$ cat config.mk
export PLATFORM = sky130hd
export DESIGN_NAME = mux_scan_ctrl
export DESIGN_NICKNAME = d
export VERILOG_FILES = /design/src/rtl/mux_scan_ctrl.sv
export SDC_FILE = /design/constraint.sdc
export NUM_CORES = 1
export LEC_CHECK = 0
export CAP_MARGIN = 40
export CORE_MARGIN = 5
export CORE_UTILIZATION = 25
export DETAILED_ROUTE_END_ITERATION = 8
export PLACE_DENSITY = 0.42
export SLEW_MARGIN = 5
export SYNTH_ARGS = -nofsm -noshare
export SYNTH_HDL_FRONTEND = slang
export SYNTH_SLANG_ARGS = --single-unit
export TNS_END_PERCENT = 20
$ cat constraint.sdc
create_clock -name clk -period 3.3 [get_ports clk]
set_input_delay 0.495 -clock clk [delete_from_list [all_inputs] [get_ports clk]]
set_output_delay 0.495 -clock clk [all_outputs]
set_load 0.05 [all_outputs]
$ cat src/rtl/mux_scan_ctrl.sv
// mux_scan_ctrl: steps a downstream 4:1 mux through channels 0..3, holding each
// select for DWELL cycles, after a one-cycle start request.
// Optional feature: define MUX_SCAN_READBACK_EN to add the z1 input and the rdata
// output, which capture the mux output on each channel's last dwell cycle.
module mux_scan_ctrl #(
  parameter int DWELL = 4
) (
  input  logic       clk,
  input  logic       rst,
  input  logic       start,
  input  logic       abort,
  input  logic [3:0] din,
`ifdef MUX_SCAN_READBACK_EN
  input  logic       z1,
  output logic [3:0] rdata,
`endif
  output logic [3:0] d,
  output logic [1:0] s,
  output logic       enbl,
  output logic       busy,
  output logic       done
);

  typedef enum logic [1:0] {
    IDLE = 2'd0,
    SCAN = 2'd1,
    DONE = 2'd2
  } state_t;

  // Last dwell count for a channel.
  localparam logic [7:0] DLAST = 8'(DWELL - 1);

  state_t     state_reg, state_next;
  logic [3:0] d_reg, d_next;
  logic [1:0] s_reg, s_next;
  logic [7:0] cnt_reg, cnt_next;
  logic       enbl_reg, enbl_next;
  logic       done_reg, done_next;
  logic       accept;    // start taken in IDLE this cycle
  logic       chan_end;  // final dwell cycle of the current channel, not aborted

  // Next-state and next-output logic for the scan sequence.
  always_comb begin
    state_next = state_reg;
    d_next     = d_reg;
    s_next     = s_reg;
    cnt_next   = cnt_reg;
    enbl_next  = enbl_reg;
    done_next  = 1'b0;
    accept     = 1'b0;
    chan_end   = 1'b0;
    case (state_reg)
      IDLE: begin
        // abort wins over a simultaneous start
        if (start && !abort) begin
          accept     = 1'b1;
          d_next     = din;
          s_next     = 2'd0;
          cnt_next   = 8'd0;
          enbl_next  = 1'b1;
          state_next = SCAN;
        end
      end
      SCAN: begin
        if (abort) begin
          // cancel: drop enable and select, keep the captured data word
          s_next     = 2'd0;
          cnt_next   = 8'd0;
          enbl_next  = 1'b0;
          state_next = IDLE;
        end else if (cnt_reg == DLAST) begin
          chan_end = 1'b1;
          cnt_next = 8'd0;
          if (s_reg == 2'd3) begin
            enbl_next  = 1'b0;
            done_next  = 1'b1;
            state_next = DONE;
          end else begin
            s_next = s_reg + 2'd1;
          end
        end else begin
          cnt_next = cnt_reg + 8'd1;
        end
      end
      DONE: begin
        // single-cycle completion state; select returns to channel 0
        s_next     = 2'd0;
        cnt_next   = 8'd0;
        state_next = IDLE;
      end
      default: begin
        s_next     = 2'd0;
        cnt_next   = 8'd0;
        enbl_next  = 1'b0;
        state_next = IDLE;
      end
    endcase
  end

  // State and output registers with synchronous reset.
  always_ff @(posedge clk) begin
    if (rst) begin
      state_reg <= IDLE;
      d_reg     <= 4'd0;
      s_reg     <= 2'd0;
      cnt_reg   <= 8'd0;
      enbl_reg  <= 1'b0;
      done_reg  <= 1'b0;
    end else begin
      state_reg <= state_next;
      d_reg     <= d_next;
      s_reg     <= s_next;
      cnt_reg   <= cnt_next;
      enbl_reg  <= enbl_next;
      done_reg  <= done_next;
    end
  end

  assign d    = d_reg;
  assign s    = s_reg;
  assign enbl = enbl_reg;
  assign busy = (state_reg == SCAN);
  assign done = done_reg;

`ifdef MUX_SCAN_READBACK_EN
  logic [3:0] rdata_reg;

  generate
    for (genvar gi = 0; gi < 4; gi++) begin : g_rdata
      // Each bit captures the mux output at the end of its own channel's dwell.
      always_ff @(posedge clk) begin
        if (rst || accept) begin
          rdata_reg[gi] <= 1'b0;
        end else if (chan_end && (s_reg == 2'(gi))) begin
          rdata_reg[gi] <= z1;
        end
      end
    end
  endgenerate

  assign rdata = rdata_reg;
`endif

endmodule

[After elaboration in Yosys (flattened, before gate mapping)]
Cells that the tools add are included.
Storage, ports and cells
  memory bits (writable): 0
  bits in read-only memories: 0
  memories: 0
  bits of input ports: 8
  bits in registers: 18
  output and inout port bits: 9
  word-level logic and storage cells: 47
  latch bits: 0
Cells by class
  div/mod/pow operators: 0
  $add $sub $neg: 2
  $lt $le $gt $ge: 0
  shift-type cells: 0
  reductions and logical operators: 8
  eq/ne operators: 8
  multiplexer cells: 20
  multiply operators: 0
  bitwise gates (word level): 3
Operators with widths (number)
  2-to-1 mux 8 bit: 3
  2-to-1 mux 2 bit: 8
  one-hot mux 8 bit (2 select lines): 1
  adder 8 x 1 -> 8 bit, second input constant: 1
  == test 8 x 2 -> 1 bit, second input constant: 1
  one-hot mux 2 bit (2 select lines): 2
  inequality test 3 x 2 -> 1 bit, second input constant: 2
  AND reduction 3 bit: 2
  2-to-1 mux 1 bit: 5
  == test 2 bit, second input constant: 2
  AND reduction 4 bit: 1
  OR reduction 4 bit: 1
  inequality test 3 bit, second input constant: 1
  inverter 1 bit: 3
  one-hot mux 1 bit (3 select lines): 1
  adder 2 x 1 -> 2 bit, second input constant: 1
  == test 2 x 1 -> 1 bit, second input constant: 1
  zero test 2 bit: 1
  inequality test 2 bit, second input constant: 1
  AND reduction 2 bit: 1
  logical AND 1 bit: 1
  zero test 1 bit: 1

[Longest topological paths before layout]
  depth after elaboration: 5
  gate-level depth with buffers: 5
  gate-level depth less buffers: 5

[Worst setup path after synthesis]
No wires, ideal clock.
  path kind: register to register
  from: reg cnt_reg[0]
  to: reg s_reg[1], in the netlist s[1]
  path buffers: 0
  required time: 3.230 ns
  library setup time: 0.070 ns
  data arrival time: 1.557 ns
  stages on the path, launching flop included: 6
  setup slack: 1.673 ns
  path through: dfxtp_1 ha_1 nor4b_4 a21boi_2 or4b_1 a21oi_1
Between the ends
  word-level cells in the longest chain between the ends: 3
RTL lines
  start, declared: line 36  | logic [7:0] cnt_reg, cnt_next;
  start signal, assigned: line 113  | cnt_reg <= cnt_next;
  == test 8 x 2 -> 1 bit: line 71  | end else if (cnt_reg == DLAST) begin
  inequality test 3 x 2 -> 1 bit (no source line)
  AND reduction 3 bit (no source line)
  end signal, assigned: line 112  | s_reg <= s_next;
  end, declared: line 35  | logic [1:0] s_reg, s_next;
No other way between the ends.
A chain may end at the register's enable or synchronous reset.

[Final worst setup path]
  from: in start
  to: reg enbl_reg, in the netlist enbl
Between the ends
  word-level cells in the longest chain between the ends: 3
RTL lines
  start, declared: line 10  | input logic start,
  logical AND 1 bit: line 55  | if (start && !abort) begin
  inequality test 2 bit (no source line)
  AND reduction 4 bit (no source line)
  end signal, assigned: line 114  | enbl_reg <= enbl_next;
  end, declared: line 37  | logic enbl_reg, enbl_next;
No other way between the ends.

==> flow_summary.rst <==
.. list-table::
   :header-rows: 1

   * - Metric
     - Value
   * - DR WL met3
     - 103 um
   * - Data arrival time of the critical path
     - roughly 2.4 ns
   * - Pin slew with the least headroom to its limit
     - roughly 0.58 ns
   * - VDD IR-drop max
     - approximately 0.00012 V
   * - Combinational share of power
     - 0.158
   * - Largest net degree at the start of global routing
     - 14
   * - Part of the Yosys area used for sequential elements
     - 0.436
   * - Worst setup path startpoint
     - start
   * - Final clock skew
     - about 0.0085 ns
   * - Kind of cell adding the most delay to the critical path
     - simple AND/OR/NAND/NOR gates
   * - Total length of routed met2 wires
     - 717 um
   * - Vert. Die Dim
     - 67.5 um
   * - Part of the power in registers
     - 0.573
   * - Area of the die
     - around 4600 sq um
   * - # Post-CTS Setup Buffers
     - 0
   * - Fraction of the cycle the final worst path needs
     - 0.661
   * - Number of CTS-inserted buffers
     - 3
   * - Worst Hold Launch
     - d[3]
   * - Switching Power
     - about 0.00011 W
   * - Setup repair after global routing missed its margin
     - false
   * - Synthesized netlist cell count
     - 84
   * - Fraction of the mapped netlist area in adder cells
     - 0.0303
   * - Startpoint-to-endpoint class of the critical path
     - in -> reg
   * - Fill cell total of the finished layout
     - 353
   * - Met1 Wirelength
     - 935 um
   * - Result of the run
     - finished, final reports clean
   * - First-pass GRT wire length
     - between 3000 and 4000 um
   * - Clock sinks
     - 18
   * - Estimated wirelength of the detail-placed design
     - approximately 1300 um
   * - Cell-by-cell trace of the critical path
     - clkdlybuf4s50_1, nor2b_1, nor3b_2, nor2_1, a311oi_1
   * - CTS Hold Buffers Added
     - 0
   * - Number of top-level pins
     - 17
   * - Number of antenna violations at the first check in global routing
     - 0
   * - Compound-cell area share of the yosys netlist
     - 0.141
   * - Area growth from synthesis to final layout
     - 26.6%
   * - Cell types occupying the most area after synthesis
     - dfxtp_1, nor2_1, mux2i_1
   * - Share of flip-flops with an asynchronous set or reset after synthesis
     - 0
   * - Fraction of synthesized area in multiplexers
     - 0.0605
   * - Clock transition time at the flip-flop clock pins of the worst setup and hold paths
     - approximately 0.090 ns
   * - Total track usage
     - 0.0905
   * - Detail-routed via count per cell
     - 4.53
   * - Htree depth
     - 1
   * - Drc violations
     - 0
   * - Crit path required time
     - approximately 3.5 ns
   * - Congestion Overflow GR
     - 0
   * - Starting utilization of the core area
     - 0.267
   * - Area of combinational cells with multiple inputs
     - about 450 sq um
   * - Area of all sequential standard cells
     - approximately 360 sq um
   * - Slowest Stage Delay on Critical Path
     - approximately 0.6 ns
   * - Count of endpoints failing hold in the final timing report
     - 0
   * - Max-slew violation count
     - 0
   * - CP Capture Type
     - flop
   * - Maximum clock insertion buffer count
     - 2
   * - Largest fanout of any net on the critical path
     - 9
   * - Simple-gate share of the synthesized area
     - 0.259
   * - Post-detailed-routing wire length
     - roughly 1800 um
   * - CTS-repair resized insts
     - 0
   * - Flops & latches, synth
     - 18
   * - Post-Synthesis Net Count
     - 94
   * - Xor-xnor portion of the synthesized cell area
     - 0.0530
   * - Summed negative setup slack over all endpoints
     - 0 ns
   * - List of most frequent post-synthesis cells
     - dfxtp_1, nor2_1, mux2i_1, o21ai_0, xor2_1
   * - Class of the tightest hold or removal check
     - reg -> reg
   * - Largest family of logic cells by synthesized area
     - simple AND/OR/NAND/NOR gates
   * - Dominant cell type by area after synthesis
     - dfxtp_1
   * - Clock insertion delay at the later pin of the skew report
     - between 0.2 and 0.3 ns
   * - Power density over cell area
     - 377 nW/um^2
   * - Most common cell in the synthesized netlist
     - dfxtp_1
   * - Core ar.
     - between 3000 and 4000 sq um
   * - Cell area after synthesis
     - between 800 and 900 sq um
   * - Row cnt
     - 20
   * - Average routed wire per standard cell
     - 12.3 um
   * - Pre-antenna DRT Iters
     - 4
   * - # nets final
     - around 110
   * - Setup violation total in the final timing report
     - 0
   * - Fraction of layout cells with a size suffix above 1
     - 0.0800
   * - WP buf/inv
     - 1
   * - Internal power component
     - just under 0.0003 W
   * - Vias after detailed routing
     - about 650
   * - Switching part of the total power
     - 0.268
   * - Max frequency
     - between 0.4 and 0.5 GHz
   * - Final worst path period need
     - ~2.2 ns
   * - Post-synthesis average cell area
     - just under 10 sq um
   * - Iteration-0 DRC Markers
     - 42
   * - Ys flop type
     - dfxtp_1
   * - Critical path's slowest cell
     - nor3b_2
   * - Worst max-slew margin expressed relative to the limit
     - 0.615
   * - Highest metal used
     - met4
   * - Leakage dissipation
     - between 0.3 and 0.4 nW
   * - Final ANT Viol Nets
     - 0
   * - Number of diodes added for antenna fixing
     - 0
   * - Max cap viols
     - 0
   * - Clock Root Buffer
     - clkbuf_4
   * - CTS tree
     - yes
   * - Worst hold-check slack
     - about 0.5 ns
   * - Flip-flop count of the largest register after layout
     - 8
   * - Warning count from the yosys run
     - 0
   * - Final RePlAce weighted congestion
     - 0.714
   * - Proportion of power drawn by the clock network
     - 0.269
   * - Post-synthesis cell type count
     - 31
   * - IO buf count
     - 16
   * - Number of global-route vias before repair
     - approximately 690
   * - Share of Yosys cell area claimed by the top area cell type
     - 0.436
   * - Number of enable flip-flop cells after synthesis
     - 0
   * - Worst R2R Start
     - cnt_reg[0]
   * - Horizontal die dimension
     - roughly 68 um
   * - Type of origin of the critical path
     - input port
==> power by group through the flow <==
stage | registers, W | logic, W | clock network, W
2_1_floorplan | 0.000244 | 0.0000275 | 0
3_3_place_gp | 0.000232 | 0.0000626 | 0
3_5_place_dp | 0.000232 | 0.0000624 | 0
4_1_cts | 0.000227 | 0.0000627 | 0.000110
5_1_grt | 0.000228 | 0.0000679 | 0.000117
6_report | 0.000227 | 0.0000624 | 0.000106
==> worst paths after layout <==
kind	to	slack (ns)	depth (start not counted)
setup reg to reg	s[1]	1.46	5
setup / recovery	enbl	1.12	5
hold / removal	d[3]	0.50	2
hold reg to reg	d[3]	0.50	2
==> kinds of logic (layout without fill, tap and decap cells) <==
group,after synthesis,count (layout)
mux,5,5
xor+xnor,5,5
compound gates,17,17
fa+ha+maj,2,2
flops,18,18
simple gates,34,34
buf+inv,3,19
==> placed cells by master, fill, tap and decap left out, drive strengths merged <==
cell           instances
nand2b                 1
nor4b                  1
o2111ai                3
clkbuf                 3
nand4bb                1
nor3                   2
nor2                  14
nor4                   1
nor3b                  3
nand4                  1
clkdlybuf4s50         16
nand2                  2
nor2b                  2
or4                    1
o21ai                  5
ha                     2
a22oi                  1
mux2i                  5
or4b                   1
dfxtp                 18
a21boi                 1
a311oi                 1
xor2                   5
and4                   2
or3                    1
or2                    1
o211ai                 2
a21oi                  3
o21bai                 1
==> metrics by stage <==
stage           util  total power, W  std cells  area, sq um  setup WS (ns)
2_1_floorplan      -        0.000271         84          827           1.67
3_3_place_gp   0.330        0.000294        141         1020          0.815
3_5_place_dp   0.330        0.000294        141         1020          0.834
4_1_cts        0.338        0.000400        144         1050           1.12
5_1_grt        0.338        0.000412        144         1050          0.910
6_report       0.338        0.000395        144         1050           1.12
==> area by class of cell <==
type	instances	share of cell area
Clock buffer	3	0.0215
Multi-Input combinational cell	63	0.429
Sequential cell	18	0.344
Tap cell	44	0.0526
Timing Repair Buffer	16	0.153
==> metal layers <==
metal	track usage	vias to the layer above
li1	-	341
met1	0.119	299
met2	0.128	11
met3	0.0333	2
met4	0.0456	0
met5	0	-
==> worst min-delay path: stages (launching register included) <==
cell	delay [ns]
dfxtp_1	0.33
mux2i_1	0.06
nor2_1	0.08
Note: power is estimated with default switching activity, not from simulation.
==> patch 1 (same settings) <==
The option `MUX_SCAN_READBACK_EN` is turned on by a define.
--- a/src/rtl/mux_scan_ctrl.sv
+++ b/src/rtl/mux_scan_ctrl.sv
@@ -3,4 +3,6 @@
 // Optional feature: define MUX_SCAN_READBACK_EN to add the z1 input and the rdata
 // output, which capture the mux output on each channel's last dwell cycle.
+`define MUX_SCAN_READBACK_EN
+
 module mux_scan_ctrl #(
   parameter int DWELL = 4
Interface: changed (added rdata and z1); port bits go from 17 to 22. The function was not compared with the original's and may differ.
==> patch 1 against the unedited design <==
Cell area grew 31%; first-iteration DRC count decreased by 38%; area after synthesis rose by 29%; register-to-register slack worse by 210 ps; worst setup slack better by 15 ps; global-route usage is 0.37 points higher; total power grew 34%; routed wire length is 29% higher; hold slack worse by 22 ps; count of clock-buffer cells in the layout rose by 1; cell count up 31%; sequential cell count grew 4; largest power group unchanged.
==> patch 1: results (changes against the unedited design) <==
routability congestion estimate: 0.780 (was 0.714)
r2r setup slk: 1250 ps (was 1460 ps)
Detail Placement HPWL: 1790 µm (was 1270 µm)
syn_nets: 130 (was 94)
Synth Register Bits: 22 (was 18)
multi-input gates: 86 (was 63)
sink of the worst hold path: cnt_reg[1] (was d[3])
Crit Path Max Fanout: 7 (was 9)
Worst Skew: 5.62 ps (was 8.47 ps)
power per cell area: 388 nW/µm² (was 377 nW/µm²)
WP data arrival: 1670 ps (was 2370 ps)
hold path startpoint: cnt_reg[1] (was d[3])
first-pass GRT wire length: 4090 µm (was 3140 µm)
layout cells sized above 1: 7.97% (was 8.00%)
CP max-delay cell: clkdlybuf4s50_1 (was nor3b_2)
Storage cell area: 440 µm² (was 360 µm²)
largest net degree at the start of global routing: 13 (was 14)
top cells by count, synth: 22 x dfxtp_1, 19 x nor2_1, 9 x mux2i_1 (was 18 x dfxtp_1, 14 x nor2_1, 5 x mux2i_1, 5 x o21ai_0, 5 x xor2_1)
Seq/Total Area, Yosys: 41.2% (was 43.6%)
top cells by area, synth: dfxtp_1 41%, mux2i_1 8.4%, nor2_1 6.7%, ha_1 5.9%, xnor2_1 4.9% (was dfxtp_1 44%, nor2_1 6.4%, mux2i_1 6.1%, xor2_1 5.3%, o2111ai_1 3.2%)
status: complete, no violations (unchanged)
number of non-clock inverters in the layout: 5 (was 0)
Final non-clock buffer share: 15.3% (about the same)
share of the synthesized area in the top cell type: 41.2% (was 43.6%)
Filler cells: 419 (was 353)
LEAKAGE: 0.492 nW (was 0.348 nW)
final net count: 153 (was 112)
Fin Hold WS: 480 ps (was 502 ps)
slew margin rel.: 47.0% (was 61.5%)
Total Routing Usage GR: 9.42% (was 9.05%)
vias in the first global route: 916 (was 686)
clock slew at reported path FFs: 70 ps (was 90 ps)
reg2reg end: cnt_reg[3] (was s[1])
CP max stage delay: 820 ps (was 600 ps)
root buf cell: clkbuf_8 (was clkbuf_4)
CLK BUF: 4 (was 3)
-- patch 1: routing by layer --
layer | GRT usage, % | wire length [µm] | up-vias
met5 | 0 | 0 | -
li1 | - | - | 447
met4 | 2.33 | 13 | 0
met2 | 15.8 | 1110 | 22
met1 | 11.2 | 1020 | 405
met3 | 3.83 | 152 | 2
-- patch 1: worst max path at each step --
stage / slack [ps] / start / to / depth (start not counted)
CTS: 1110 / state_reg[0] / busy / 3
finish: 1130 / state_reg[0] / busy / 3
detailed placement: 1000 / abort / cnt_reg[1] / 5
floorplan: 1600 / abort / cnt_reg[5] / 6
global route: 1030 / state_reg[0] / busy / 3
global placement: 1070 / abort / cnt_reg[1] / 5
-- patch 1: kinds of logic (layout without fill, tap and decap cells) --
group                      after synthesis  in the layout  share of synthesized area (%)
muxes                                    9              9                           8.43
AOI/OAI and AO/OA                       15             15                           10.2
and+or+nand+nor                         51             51                           25.2
xor gates and xnor gates                 6              6                           4.92
buffers and inverters                    8             30                           4.22
DFF                                     22             22                           41.2
adders and majority gates                5              5                           5.85
-- patch 1: metrics by stage --
step                worst slack, ps  std cells
finish                         1130        188
global route                   1030        188
CTS                            1110        188
detailed placement              998        184
global placement               1070        184
floorplan                      1600        116
-- patch 1: worst reg2reg max path, cell delays in order (launching register included) --
cell	delay, ps
dfxtp_1	370
ha_1	230
nor4b_2	550
nand2_1	230
a22oi_2	450
nor2_1	100
-- patch 1: power by group --
| part | leakage (nW) | total (W) | internal, W | switching (W) |
|---|---|---|---|---|
| registers | 0.178 | 0.000275 | 0.000271 | 0.00000431 |
| clock network | 0.0288 | 0.000189 | 0.000106 | 0.0000827 |
| logic | 0.285 | 0.0000668 | 0.0000279 | 0.0000390 |
==> patch 2 (config.mk and constraints unchanged) <==
Made on the original files. The 3 states of `state_t` get a one-hot encoding in 3 bits.
--- a/src/rtl/mux_scan_ctrl.sv
+++ b/src/rtl/mux_scan_ctrl.sv
@@ -22,8 +22,8 @@
 );
 
-  typedef enum logic [1:0] {
-    IDLE = 2'd0,
-    SCAN = 2'd1,
-    DONE = 2'd2
+  typedef enum logic [2:0] {
+    IDLE = 3'b001,
+    SCAN = 3'b010,
+    DONE = 3'b100
   } state_t;
 
Check against the original RTL: same outputs for any inputs over 10 cycles, from zero or initial values and one cycle with rst high; not proved beyond that.
==> patch 2 against the unedited design <==
Area after synthesis is 11% higher; routed wire length rose by 11%; sequential cell count is 1 higher; cell area rose by 12%; sequential share of layout area is 1.9 points lower; hold slack lost 0.82 ps; worst setup slack worse by 180 ps; count of clock-buffer cells in the layout unchanged; total power grew 17%; cell count grew 13%; critical path type is now reg2out; highest routed layer unchanged.
==> patch 2: results (changes against the unedited design) <==
r2r setup slk: 1360 ps (was 1460 ps)
port bufs: 16 (unchanged)
vias in the first global route: 778 (was 686)
family with the most delay on the worst path: buffers and inverters (was simple AND/OR/NAND/NOR gates)
status: complete, no violations (unchanged)
WP data arrival: 1860 ps (was 2370 ps)
top cells by count, synth: 19 x dfxtp_1, 15 x nor2_1, 7 x nand3_1 (was 18 x dfxtp_1, 14 x nor2_1, 5 x mux2i_1, 5 x o21ai_0, 5 x xor2_1)
root buf cell: clkbuf_8 (was clkbuf_4)
grt ovf: 0 (unchanged)
vias per cell: 4.69 (was 4.53)
Setup CP Type: reg2out (was in2reg)
M2 GR Usage: 13.9% (was 12.8%)
CP max stage delay: 810 ps (was 600 ps)
CP max-delay cell: clkdlybuf4s50_1 (was nor3b_2)
reg2reg end: s[0] (was s[1])
Critical Path End: busy (was enbl)
Worst Skew: 4.64 ps (was 8.47 ps)
max reg flops: 8 (unchanged)
area share of fa/ha/maj cells after synthesis: 2.71% (was 3.03%)
Peak VDD IR: 0.000240 V (was 0.000115 V)
largest net degree at the start of global routing: 13 (was 14)
uppermost layer routed: met4 (unchanged)
postcts setup bufs: 0 (unchanged)
syn_nets: 107 (was 94)
CP startpoint: state_reg[1] (was start)
top cells by area, synth: dfxtp_1 41%, nor2_1 6.1%, mux2i_1 5.4%, xnor2_1 4.7%, nand3_1 3.8% (was dfxtp_1 44%, nor2_1 6.4%, mux2i_1 6.1%, xor2_1 5.3%, o2111ai_1 3.2%)
Crit Path Max Fanout: 6 (was 9)
layout cells sized above 1: 12.2% (was 8.00%)
worst-margin pin slew: 577 ps (was 575 ps)
total wire length: 1960 µm (was 1770 µm)
clock slew at reported path FFs: 70 ps (was 90 ps)
Post-synth ARST share: 0% (unchanged)
met1 Usage GRT: 9.67% (was 11.9%)
WL met2: 901 µm (was 717 µm)
routability congestion estimate: 0.768 (was 0.714)
met3 usage: 4.69% (was 3.33%)
final net count: 126 (was 112)
Distinct cells, synth: 33 (was 31)
Seq/Total Area, Yosys: 41.2% (was 43.6%)
Detail Placement HPWL: 1430 µm (was 1270 µm)
proportion of synthesized area in mux cells: 5.43% (was 6.05%)
CTS H-tree lvls: 1 (unchanged)
Fin Hold WS: 501 ps (was 502 ps)
setup TNS: 0 ps (unchanged)
Synth Area in XOR/XNOR: 5.70% (was 5.30%)
worst reg2reg path depth: 5 (unchanged)
LEAKAGE: 0.390 nW (was 0.348 nW)
Post-Route M1 WL: 898 µm (was 935 µm)
Synth Area in Compound Gates: 10.4% (was 14.1%)
Iteration-0 DRC Markers: 39 (was 42)
Clk Latency, worst-skew pair: 260 ps (was 290 ps)
first-pass GRT wire length: 3440 µm (was 3140 µm)
Setup-failing EPs final: 0 (unchanged)
Total Routing Usage GR: 8.53% (was 9.05%)
WL met3: 147 µm (was 103 µm)
-- patch 2: cell count changes in the layout (fill, tap and decap cells not counted), moves of 3 or more --
cell and delta:
a21oi_1 +3, clkbuf_4 -3, clkbuf_8 +3, nand3_1 +7
o2111ai_1 -3, o21ai_0 -5, xnor2_1 +5, xor2_1 -4
-- patch 2: final cells by class --
type,instances,area [µm²]
clock buffer,3,41.3
clock inverter,1,5.00
fill,396,2440
inverter,1,3.75
multi-input combinational,74,512
sequential,19,380
tap,48,60.1
timing repair buffer,17,168
-- patch 2: stage by stage --
step	setup slack, ps	power, W	instance area (µm²)	cells
after global routing	865	0.000488	1170	163
final	944	0.000464	1170	163
after detailed placement	1120	0.000307	1120	159
after CTS	923	0.000472	1170	163
after floorplan	1510	0.000286	922	97
after global placement	1150	0.000307	1120	159
-- patch 2: where the power goes --
group	internal, W	switching (W)
sequential	0.000235	0.00000542
clock	0.0000839	0.0000788
combinational	0.0000269	0.0000339
total	0.000346	0.000118
